$ cat config.mk
export PLATFORM = sky130hd
export DESIGN_NAME = pm_fetch_queue_flat
export DESIGN_NICKNAME = d
export VERILOG_FILES = /design/src/rtl/pm_fetch_queue_if.sv /design/src/rtl/pm_fetch_queue.sv /design/src/flat_wrapper.sv
export SDC_FILE = /design/constraint.sdc
export NUM_CORES = 1
export LEC_CHECK = 0
export BUFFER_PORTS_ARGS = -buffer_cell sky130_fd_sc_hd__buf_4
export CORE_MARGIN = 3
export CORE_UTILIZATION = 40
export DETAILED_ROUTE_END_ITERATION = 10
export SLEW_MARGIN = 30
export SYNTH_ARGS = -nofsm -noshare
export SYNTH_HDL_FRONTEND = slang
export SYNTH_SLANG_ARGS = --single-unit
$ cat constraint.sdc
create_clock -name clk -period 3.66 [get_ports clk]
set_input_delay 0.549 -clock clk [delete_from_list [all_inputs] [get_ports clk]]
set_output_delay 0.549 -clock clk [all_outputs]
set_load 0.01 [all_outputs]
$ cat src/rtl/pm_fetch_queue_if.sv
// rtl/pm_fetch_queue_if.sv - PM read port and dual-issue decoder bundle for the fetch queue
interface pm_fetch_queue_if #(
    parameter int ADDR_WIDTH = 11
);
    logic                  fetch_en;
    logic [ADDR_WIDTH-1:0] pm_addr_rd;
    logic                  pm_rd_ins;
    logic [63:0]           pm_data_rd;
    logic                  pm_overflow;
    logic                  ins0_valid;
    logic [31:0]           ins0;
    logic [ADDR_WIDTH-1:0] ins0_pc;
    logic                  ins1_valid;
    logic [31:0]           ins1;
    logic [ADDR_WIDTH-1:0] ins1_pc;
    logic [1:0]            issue_cnt;
    logic                  redirect_en;
    logic [ADDR_WIDTH-1:0] redirect_pc;
    logic                  misalign_err;

    modport master (
        input  fetch_en, pm_data_rd, pm_overflow, issue_cnt, redirect_en, redirect_pc,
        output pm_addr_rd, pm_rd_ins, ins0_valid, ins0, ins0_pc,
               ins1_valid, ins1, ins1_pc, misalign_err
    );

    modport slave (
        output fetch_en, pm_data_rd, pm_overflow, issue_cnt, redirect_en, redirect_pc,
        input  pm_addr_rd, pm_rd_ins, ins0_valid, ins0, ins0_pc,
               ins1_valid, ins1, ins1_pc, misalign_err
    );
endinterface

$ cat src/rtl/pm_fetch_queue.sv
// rtl/pm_fetch_queue.sv - doubleword fetch from PM into a word queue feeding a dual-issue decoder
module pm_fetch_queue #(
    parameter int ADDR_DEPTH  = 2048,
    parameter int ADDR_WIDTH  = $clog2(ADDR_DEPTH),
    parameter int QUEUE_DEPTH = 4,
    parameter int RESET_PC    = 0
) (
    input  logic           clk,
    input  logic           rst_n,
    pm_fetch_queue_if.master bus
);
    localparam int PW = $clog2(QUEUE_DEPTH);
    localparam int CW = $clog2(QUEUE_DEPTH + 1);

    typedef enum logic {ST_RUN, ST_HALT} state_t;

    state_t                state_q, state_d;
    logic [ADDR_WIDTH-1:0] pc_q, pc_d;
    logic [CW-1:0]         count_q, count_d;
    logic [PW-1:0]         rd_ptr_q, rd_ptr_d, wr_ptr_q, wr_ptr_d;
    logic [31:0]           ins_q [QUEUE_DEPTH];
    logic [31:0]           ins_d [QUEUE_DEPTH];
    logic [ADDR_WIDTH-1:0] ipc_q [QUEUE_DEPTH];
    logic [ADDR_WIDTH-1:0] ipc_d [QUEUE_DEPTH];

    logic                  halt;
    logic                  fetch;
    logic [CW-1:0]         free, issue_eff, push_n;
    logic [PW-1:0]         rd_ptr_n1, wr_ptr_n1;

    always_ff @(posedge clk or negedge rst_n) begin
        if (!rst_n) begin
            state_q  <= ST_RUN;
            pc_q     <= ADDR_WIDTH'(RESET_PC);
            count_q  <= '0;
            rd_ptr_q <= '0;
            wr_ptr_q <= '0;
            for (int i = 0; i < QUEUE_DEPTH; i++) begin
                ins_q[i] <= '0;
                ipc_q[i] <= '0;
            end
        end else begin
            state_q  <= state_d;
            pc_q     <= pc_d;
            count_q  <= count_d;
            rd_ptr_q <= rd_ptr_d;
            wr_ptr_q <= wr_ptr_d;
            ins_q    <= ins_d;
            ipc_q    <= ipc_d;
        end
    end

    always_comb begin
        state_d = state_q;
        if (bus.redirect_en) begin
            state_d = (bus.redirect_pc[1:0] != 2'b00) ? ST_HALT : ST_RUN;
        end
    end

    always_comb begin
        halt             = (state_q == ST_HALT);
        bus.misalign_err = halt;
    end

    // Free space is judged before this cycle's issue, so a full queue never fetches.
    always_comb begin
        free      = CW'(QUEUE_DEPTH) - count_q;
        issue_eff = (CW'(bus.issue_cnt) > count_q) ? count_q : CW'(bus.issue_cnt);
        fetch     = rst_n & bus.fetch_en & ~halt & ~bus.redirect_en & (free >= CW'(2));
        push_n    = !fetch ? CW'(0) : (bus.pm_overflow ? CW'(1) : CW'(2));
        wr_ptr_n1 = wr_ptr_q + PW'(1);
        rd_ptr_n1 = rd_ptr_q + PW'(1);
    end

    always_comb begin
        pc_d     = pc_q;
        count_d  = count_q;
        rd_ptr_d = rd_ptr_q;
        wr_ptr_d = wr_ptr_q;
        ins_d    = ins_q;
        ipc_d    = ipc_q;
        if (bus.redirect_en) begin
            pc_d     = bus.redirect_pc;
            count_d  = '0;
            rd_ptr_d = '0;
            wr_ptr_d = '0;
        end else begin
            rd_ptr_d = rd_ptr_q + PW'(issue_eff);
            wr_ptr_d = wr_ptr_q + PW'(push_n);
            count_d  = count_q - issue_eff + push_n;
            if (fetch) begin
                ins_d[wr_ptr_q] = bus.pm_data_rd[31:0];
                ipc_d[wr_ptr_q] = pc_q;
                if (bus.pm_overflow) begin
                    pc_d = '0;
                end else begin
                    ins_d[wr_ptr_n1] = bus.pm_data_rd[63:32];
                    ipc_d[wr_ptr_n1] = pc_q + ADDR_WIDTH'(4);
                    pc_d             = pc_q + ADDR_WIDTH'(8);
                end
            end
        end
    end

    // Invalid slots read as zero so stale entries never leak to the decoder.
    always_comb begin
        bus.pm_addr_rd = pc_q;
        bus.pm_rd_ins  = fetch;
        bus.ins0_valid = (count_q != '0);
        bus.ins1_valid = (count_q >= CW'(2));
        bus.ins0       = bus.ins0_valid ? ins_q[rd_ptr_q]  : '0;
        bus.ins0_pc    = bus.ins0_valid ? ipc_q[rd_ptr_q]  : '0;
        bus.ins1       = bus.ins1_valid ? ins_q[rd_ptr_n1] : '0;
        bus.ins1_pc    = bus.ins1_valid ? ipc_q[rd_ptr_n1] : '0;
    end
endmodule

$ cat src/flat_wrapper.sv
// flat-port wrapper written by rule: the top's interface ports become plain ports
module pm_fetch_queue_flat 
#(
    parameter int ADDR_DEPTH  = 2048,
    parameter int ADDR_WIDTH  = $clog2(ADDR_DEPTH),
    parameter int QUEUE_DEPTH = 4,
    parameter int RESET_PC    = 0
)
  (clk, rst_n, bus_fetch_en, bus_pm_data_rd, bus_pm_overflow, bus_issue_cnt, bus_redirect_en, bus_redirect_pc, bus_pm_addr_rd, bus_pm_rd_ins, bus_ins0_valid, bus_ins0, bus_ins0_pc, bus_ins1_valid, bus_ins1, bus_ins1_pc, bus_misalign_err);
  pm_fetch_queue_if #(.ADDR_WIDTH(ADDR_WIDTH)) bus_i ();
  input  logic clk;
  input  logic rst_n;
  input wire logic [$bits(bus_i.fetch_en)-1:0] bus_fetch_en;
  input wire logic [$bits(bus_i.pm_data_rd)-1:0] bus_pm_data_rd;
  input wire logic [$bits(bus_i.pm_overflow)-1:0] bus_pm_overflow;
  input wire logic [$bits(bus_i.issue_cnt)-1:0] bus_issue_cnt;
  input wire logic [$bits(bus_i.redirect_en)-1:0] bus_redirect_en;
  input wire logic [$bits(bus_i.redirect_pc)-1:0] bus_redirect_pc;
  output wire logic [$bits(bus_i.pm_addr_rd)-1:0] bus_pm_addr_rd;
  output wire logic [$bits(bus_i.pm_rd_ins)-1:0] bus_pm_rd_ins;
  output wire logic [$bits(bus_i.ins0_valid)-1:0] bus_ins0_valid;
  output wire logic [$bits(bus_i.ins0)-1:0] bus_ins0;
  output wire logic [$bits(bus_i.ins0_pc)-1:0] bus_ins0_pc;
  output wire logic [$bits(bus_i.ins1_valid)-1:0] bus_ins1_valid;
  output wire logic [$bits(bus_i.ins1)-1:0] bus_ins1;
  output wire logic [$bits(bus_i.ins1_pc)-1:0] bus_ins1_pc;
  output wire logic [$bits(bus_i.misalign_err)-1:0] bus_misalign_err;
  assign bus_i.fetch_en = bus_fetch_en;
  assign bus_i.pm_data_rd = bus_pm_data_rd;
  assign bus_i.pm_overflow = bus_pm_overflow;
  assign bus_i.issue_cnt = bus_issue_cnt;
  assign bus_i.redirect_en = bus_redirect_en;
  assign bus_i.redirect_pc = bus_redirect_pc;
  assign bus_pm_addr_rd = bus_i.pm_addr_rd;
  assign bus_pm_rd_ins = bus_i.pm_rd_ins;
  assign bus_ins0_valid = bus_i.ins0_valid;
  assign bus_ins0 = bus_i.ins0;
  assign bus_ins0_pc = bus_i.ins0_pc;
  assign bus_ins1_valid = bus_i.ins1_valid;
  assign bus_ins1 = bus_i.ins1;
  assign bus_ins1_pc = bus_i.ins1_pc;
  assign bus_misalign_err = bus_i.misalign_err;
  pm_fetch_queue #(.ADDR_DEPTH(ADDR_DEPTH), .ADDR_WIDTH(ADDR_WIDTH), .QUEUE_DEPTH(QUEUE_DEPTH), .RESET_PC(RESET_PC)) u_core (.clk(clk), .rst_n(rst_n), .bus(bus_i));
endmodule
# --- Word level (Yosys, flattened, before mapping) ---
# Index checks and enable logic that the tools add are counted.
word_totals:
  ff_bits: 191
  out_inout_bits: 101
classes:
  n_reduce_logical: 6
  n_lt_le_gt_ge: 9
  n_bitwise: 10
  mux: 40
  add_sub_neg: 9
op_table:
  columns: ["operator", "count"]
  rows:
  - ["bitwise mux 128 bit", 2]
  - ["two-way mux 32 bit", 8]
  - ["binary-select mux 32 bit (select 2 bit)", 2]
  - ["demux 32 bit (select 2 bit)", 2]
  - ["two-way mux 128 bit", 1]
  - ["two-way mux 11 bit", 11]
  - ["bitwise mux 44 bit", 2]
  - ["binary-select mux 11 bit (select 2 bit)", 2]
  - ["demux 11 bit (select 2 bit)", 2]
  - ["two-way mux 44 bit", 1]
  - [">= comparator 3 bit (second input constant)", 4]
  - ["inverter 2 -> 3 bit", 4]
  - ["adder 11 x 3 -> 11 bit (second input constant)", 1]
  - ["adder 11 x 4 -> 11 bit (second input constant)", 1]
  - ["two-way mux 3 bit", 3]
  - [">= comparator 3 x 2 -> 1 bit (second input constant)", 2]
  - ["< comparator 3 x 1 -> 1 bit (second input constant)", 2]
  - ["two-way mux 2 bit", 3]
  - ["adder 2 x 1 -> 2 bit (second input constant)", 2]
  - ["adder 2 bit", 2]
  - ["AND 1 bit", 4]
  - ["nonzero test 2 bit", 2]
  - ["adder 3 bit", 1]
  - ["greater-than comparator 2 x 3 -> 1 bit", 1]
  - ["7 further kinds", 9]

# --- Longest topological paths before layout ---
logic_depth:
  depth_word: 8
  depth_mapped: 14

# --- Least setup slack after synthesis ---
# Ideal clock, no wire load.
synth_timing:
  path_type: "input port to flip-flop"
  startpoint: "input port bus_issue_cnt[1]"
  endpoint: "register u_core.count_q[2]"
  setup_ns: 0.132
  path_slack_ns: 0.937
  path_buffers: 0
  arrival_time_ns: 2.592
  path_stages: 8
  path_cell_list: "ha_1 nor2b_1 o21ai_0 mux2_2 fa_1 fa_1 xnor2_1 nor2_1"
synth_between:
  elab_chain_cells: 5
synth_lines:
  columns: ["element", "line_no", "text"]
  rows:
  - ["start: declaration", "flat_wrapper.sv:16", "input wire logic [$bits(bus_i.issue_cnt)-1:0] bus_issue_cnt;"]
  - ["greater-than comparator 2 x 3 -> 1 bit", "pm_fetch_queue.sv:68", "issue_eff = (CW'(bus.issue_cnt) > count_q) ? count_q : CW'(bus.issue_cnt);"]
  - ["two-way mux 3 bit (*)", "pm_fetch_queue.sv:68", null]
  - ["subtractor 3 bit (*)", "pm_fetch_queue.sv:90", "count_d = count_q - issue_eff + push_n;"]
  - ["adder 3 bit (*)", "pm_fetch_queue.sv:90", null]
  - ["two-way mux 3 bit (*)", "pm_fetch_queue.sv:82", "if (bus.redirect_en) begin"]
  - ["net u_core.count_d[2]", "pm_fetch_queue.sv:19", "logic [CW-1:0] count_q, count_d;"]
  - ["end signal: assignment", "pm_fetch_queue.sv:45", "count_q <= count_d;"]
  - ["end: declaration", "pm_fetch_queue.sv:19", null]
# The timed path passes the listed nets; every way through them passes the cells marked *.
# A chain may end at the register's enable or synchronous reset.

# --- Worst setup path in the final report ---
layout_timing:
  startpoint: "register u_core.count_q[1]"
  endpoint: "register u_core.count_q[2]"
layout_between:
  elab_chain_cells: 6
layout_lines:
  columns: ["element", "line_no", "text"]
  rows:
  - ["subtractor 3 bit", "pm_fetch_queue.sv:67", "free = CW'(QUEUE_DEPTH) - count_q;"]
  - [">= comparator 3 x 2 -> 1 bit", "pm_fetch_queue.sv:69", "fetch = rst_n & bus.fetch_en & ~halt & ~bus.redirect_en & (free >= CW'(2));"]
  - ["AND 1 bit", "pm_fetch_queue.sv:69", null]
  - ["two-way mux 3 bit", "pm_fetch_queue.sv:70", "push_n = !fetch ? CW'(0) : (bus.pm_overflow ? CW'(1) : CW'(2));"]
  - ["adder 3 bit (*)", "pm_fetch_queue.sv:90", null]
  - ["two-way mux 3 bit (*)", "pm_fetch_queue.sv:82", null]
  - ["net u_core.count_d[2]", "pm_fetch_queue.sv:19", null]
# Marked as above.

==> metrics <==
status=finished, final reports clean; Netlist Area Pre-Place=about 0.011 mm2; Post-DP HPWL=22.3 mm; crit path DAT=3440 ps; Critical Path Source Type=flop; Rel. slew slack=40.0%; core footprint=0.0279 mm2; worst skew pair latency=around 430 ps; Crit Path Max Fanout=7; DIE HEIGHT=174 um; ys flop type=dfrtp_1; # rows=61; DRC=0; 1st-iter DRT viols=1235; routed vias=9984; max-cap violation count=0; GRT Util Overall=24.5%; Placer Congestion=0.804; Num Clock Sinks=191; fin nets=around 1300; first-pass GRT wire length=58.6 mm; worst slew pin tran=897 ps; post-CTS setup buffer count=0; Clock Tree Buf Depth=2; Seq cells post-synth=191; Die X=174 um; CTS H-Tree Depth=4; Hold Vio Cnt, Final=0; share of cells above drive strength 1=roughly 29%; Worst Path Class, Setup=flop to flop; Post-CTS Hold Fix Bufs=0; Post-CTS Resized=0; fin crit share=a little under nine tenths; antenna cells=0; RSZ-0062 raised after global routing=no; Synth async-reset ratio=between 90% and 100%; Starting Density=between 40 and 50%; largest net degree at the start of global routing=98; most frequent cells in the layout=buf_4 (210), dfrtp_1 (189), nor2_1 (167); Vias/cell=6.15; CTS tree=yes; Post-DRT Antenna Nets=0; setup TNS=0 ps; grt ovf=0; most common cell after layout, fill and taps aside=buf_4; Worst setup EP type=flop; worst vdd ir=0.000406 V; top post-synthesis cells by area=dfrtp_1 (42%), mux4_2 (17%), o22ai_1 (7.9%); WL/cell=~23 um; area grow syn2layout=19.8%; antenna violations before repair=0; TritonCTS Buffers=17; CTS Root Cell=clkbuf_16; Final setup viols=0; syn avg cell area=10.2 um2; first drt pass iteration count=5; Synth cell types=51; Pleak=5.68 nW; vias in the first global route=9975; min cycle time layout=3140 ps; num ports=183; WP data required=3970 ps; CTS clock-pin slew for the worst setup and hold paths=~70 ps; aggregate routed wire length=approximately 38 mm; Hold Path Class=input port to async pin; Yosys top cell area share=between 40% and 50%; Syn Inst Count=1114; Synth area leader=dfrtp_1; Post-Syn Nets=between 1000 and 1500; Ys Warns=0; fin util=48.8%; Slew Viols, Final=0; die area=a little over 0.03 mm2; register area share after synthesis=42.1%; clk_skew=8.65 ps; Port-buffer cells=182; Max Freq=between 300 and 400 MHz; Post-synth EDFFs=0; cell area power density=747 mW/mm2
==> critical path, stage by stage (launching register included) <==
cell and delay (ps):
dfrtp_1 400, inv_1 120, ha_1 210, ha_1 280, nor3b_4 510, nor3_1 160, inv_1 260, fa_1 480
fa_1 390, xnor2_1 160, nor2_1 50
==> path summary, 6_finish.rpt <==
path	from	endpoint	slack [ps]	cells past startpoint
max	u_core.count_q[1]$_DFF_PN0_	u_core.count_q[2]$_DFF_PN0_	520	10
min reg2reg	u_core.ipc_q[16]$_DFFE_PN0P_	u_core.ipc_q[16]$_DFFE_PN0P_	530	1
min in group clk	bus_redirect_pc[7]	u_core.bus.pm_addr_rd[7]$_DFFE_PN0P_	350	3
max reg2reg	u_core.count_q[1]$_DFF_PN0_	u_core.count_q[2]$_DFF_PN0_	520	10
max in group asynchronous	rst_n	u_core.rd_ptr_q[0]$_DFF_PN0_	1950	3
min	rst_n	u_core.ipc_q[24]$_DFFE_PN0P_	270	2
==> state kept, by name, summed over array words and instances, names as in the netlist <==
register                 count
u_core.bus.misalign_err      1
u_core.bus.pm_addr_rd       11
u_core.count_q               3
u_core.ins_q               128
u_core.ipc_q                44
u_core.rd_ptr_q              2
u_core.wr_ptr_q              2
==> cell type report <==
type,count,area [um2]
fill,2582,14300
multi-input combinational,793,6060
sequential,191,4790
timing repair buffer,214,1650
tap,378,473
clock buffer,22,464
clock inverter,10,104
inverter,15,58.8
==> per-layer routing <==
layer	part of all wire, %	GRT usage [%]	vias to the layer above	wire length, um
li1	-	-	4391	-
met1	43	35.1	5044	16400
met2	47	38.0	508	17700
met3	8.3	5.59	41	3120
met4	1.4	6.00	0	523
met5	0	0	-	0
==> synthesized netlist by cell type, types with 4 or more instances <==
cell	instances
o21a_1	5
nor3_1	4
buf_2	45
a22o_1	4
nand3_1	9
nand2_1	12
o21ai_0	10
nor2_1	167
and2_1	45
dfrtp_1	191
xnor2_1	11
o22ai_1	144
clkbuf_1	64
a21oi_1	164
o32ai_1	12
ha_1	11
buf_1	4
nor2b_1	54
inv_1	14
a222oi_1	4
mux4_2	86
mux2_2	10
==> power by group <==
part	total, mW	internal [mW]	switching [mW]
logic	4.96	2.72	2.24
clock network	1.85	0.989	0.865
registers	3.34	2.70	0.636
==> per-stage QoR <==
| step | instances | instance area [um2] | power [mW] | hold slack, ps | worst slack [ps] |
|---|---|---|---|---|---|
| detailed placement | 1591 | 13000 | 8.35 | 517 | 502 |
| finish | 1623 | 13600 | 10.1 | 273 | 525 |
| global placement | 1591 | 13000 | 8.24 | 511 | 553 |
| global route | 1623 | 13600 | 10.8 | 310 | 293 |
| CTS | 1623 | 13600 | 10.2 | 294 | 474 |
| floorplan | 1114 | 11400 | 6.31 | 253 | 937 |
==> cells by family (layout without fill, tap and decap cells) <==
family | after synthesis | in the layout | share of synthesized area (%)
and+or+nand+nor | 309 | 309 | 13.2
muxes | 96 | 96 | 18.1
buffers and inverters | 130 | 261 | 4.86
xor gates and xnor gates | 14 | 14 | 1.08
AOI/OAI and AO/OA | 361 | 361 | 19.1
DFF | 191 | 191 | 42.1
adders and majority gates | 13 | 13 | 1.57
(Power assumes the default switching activity.)
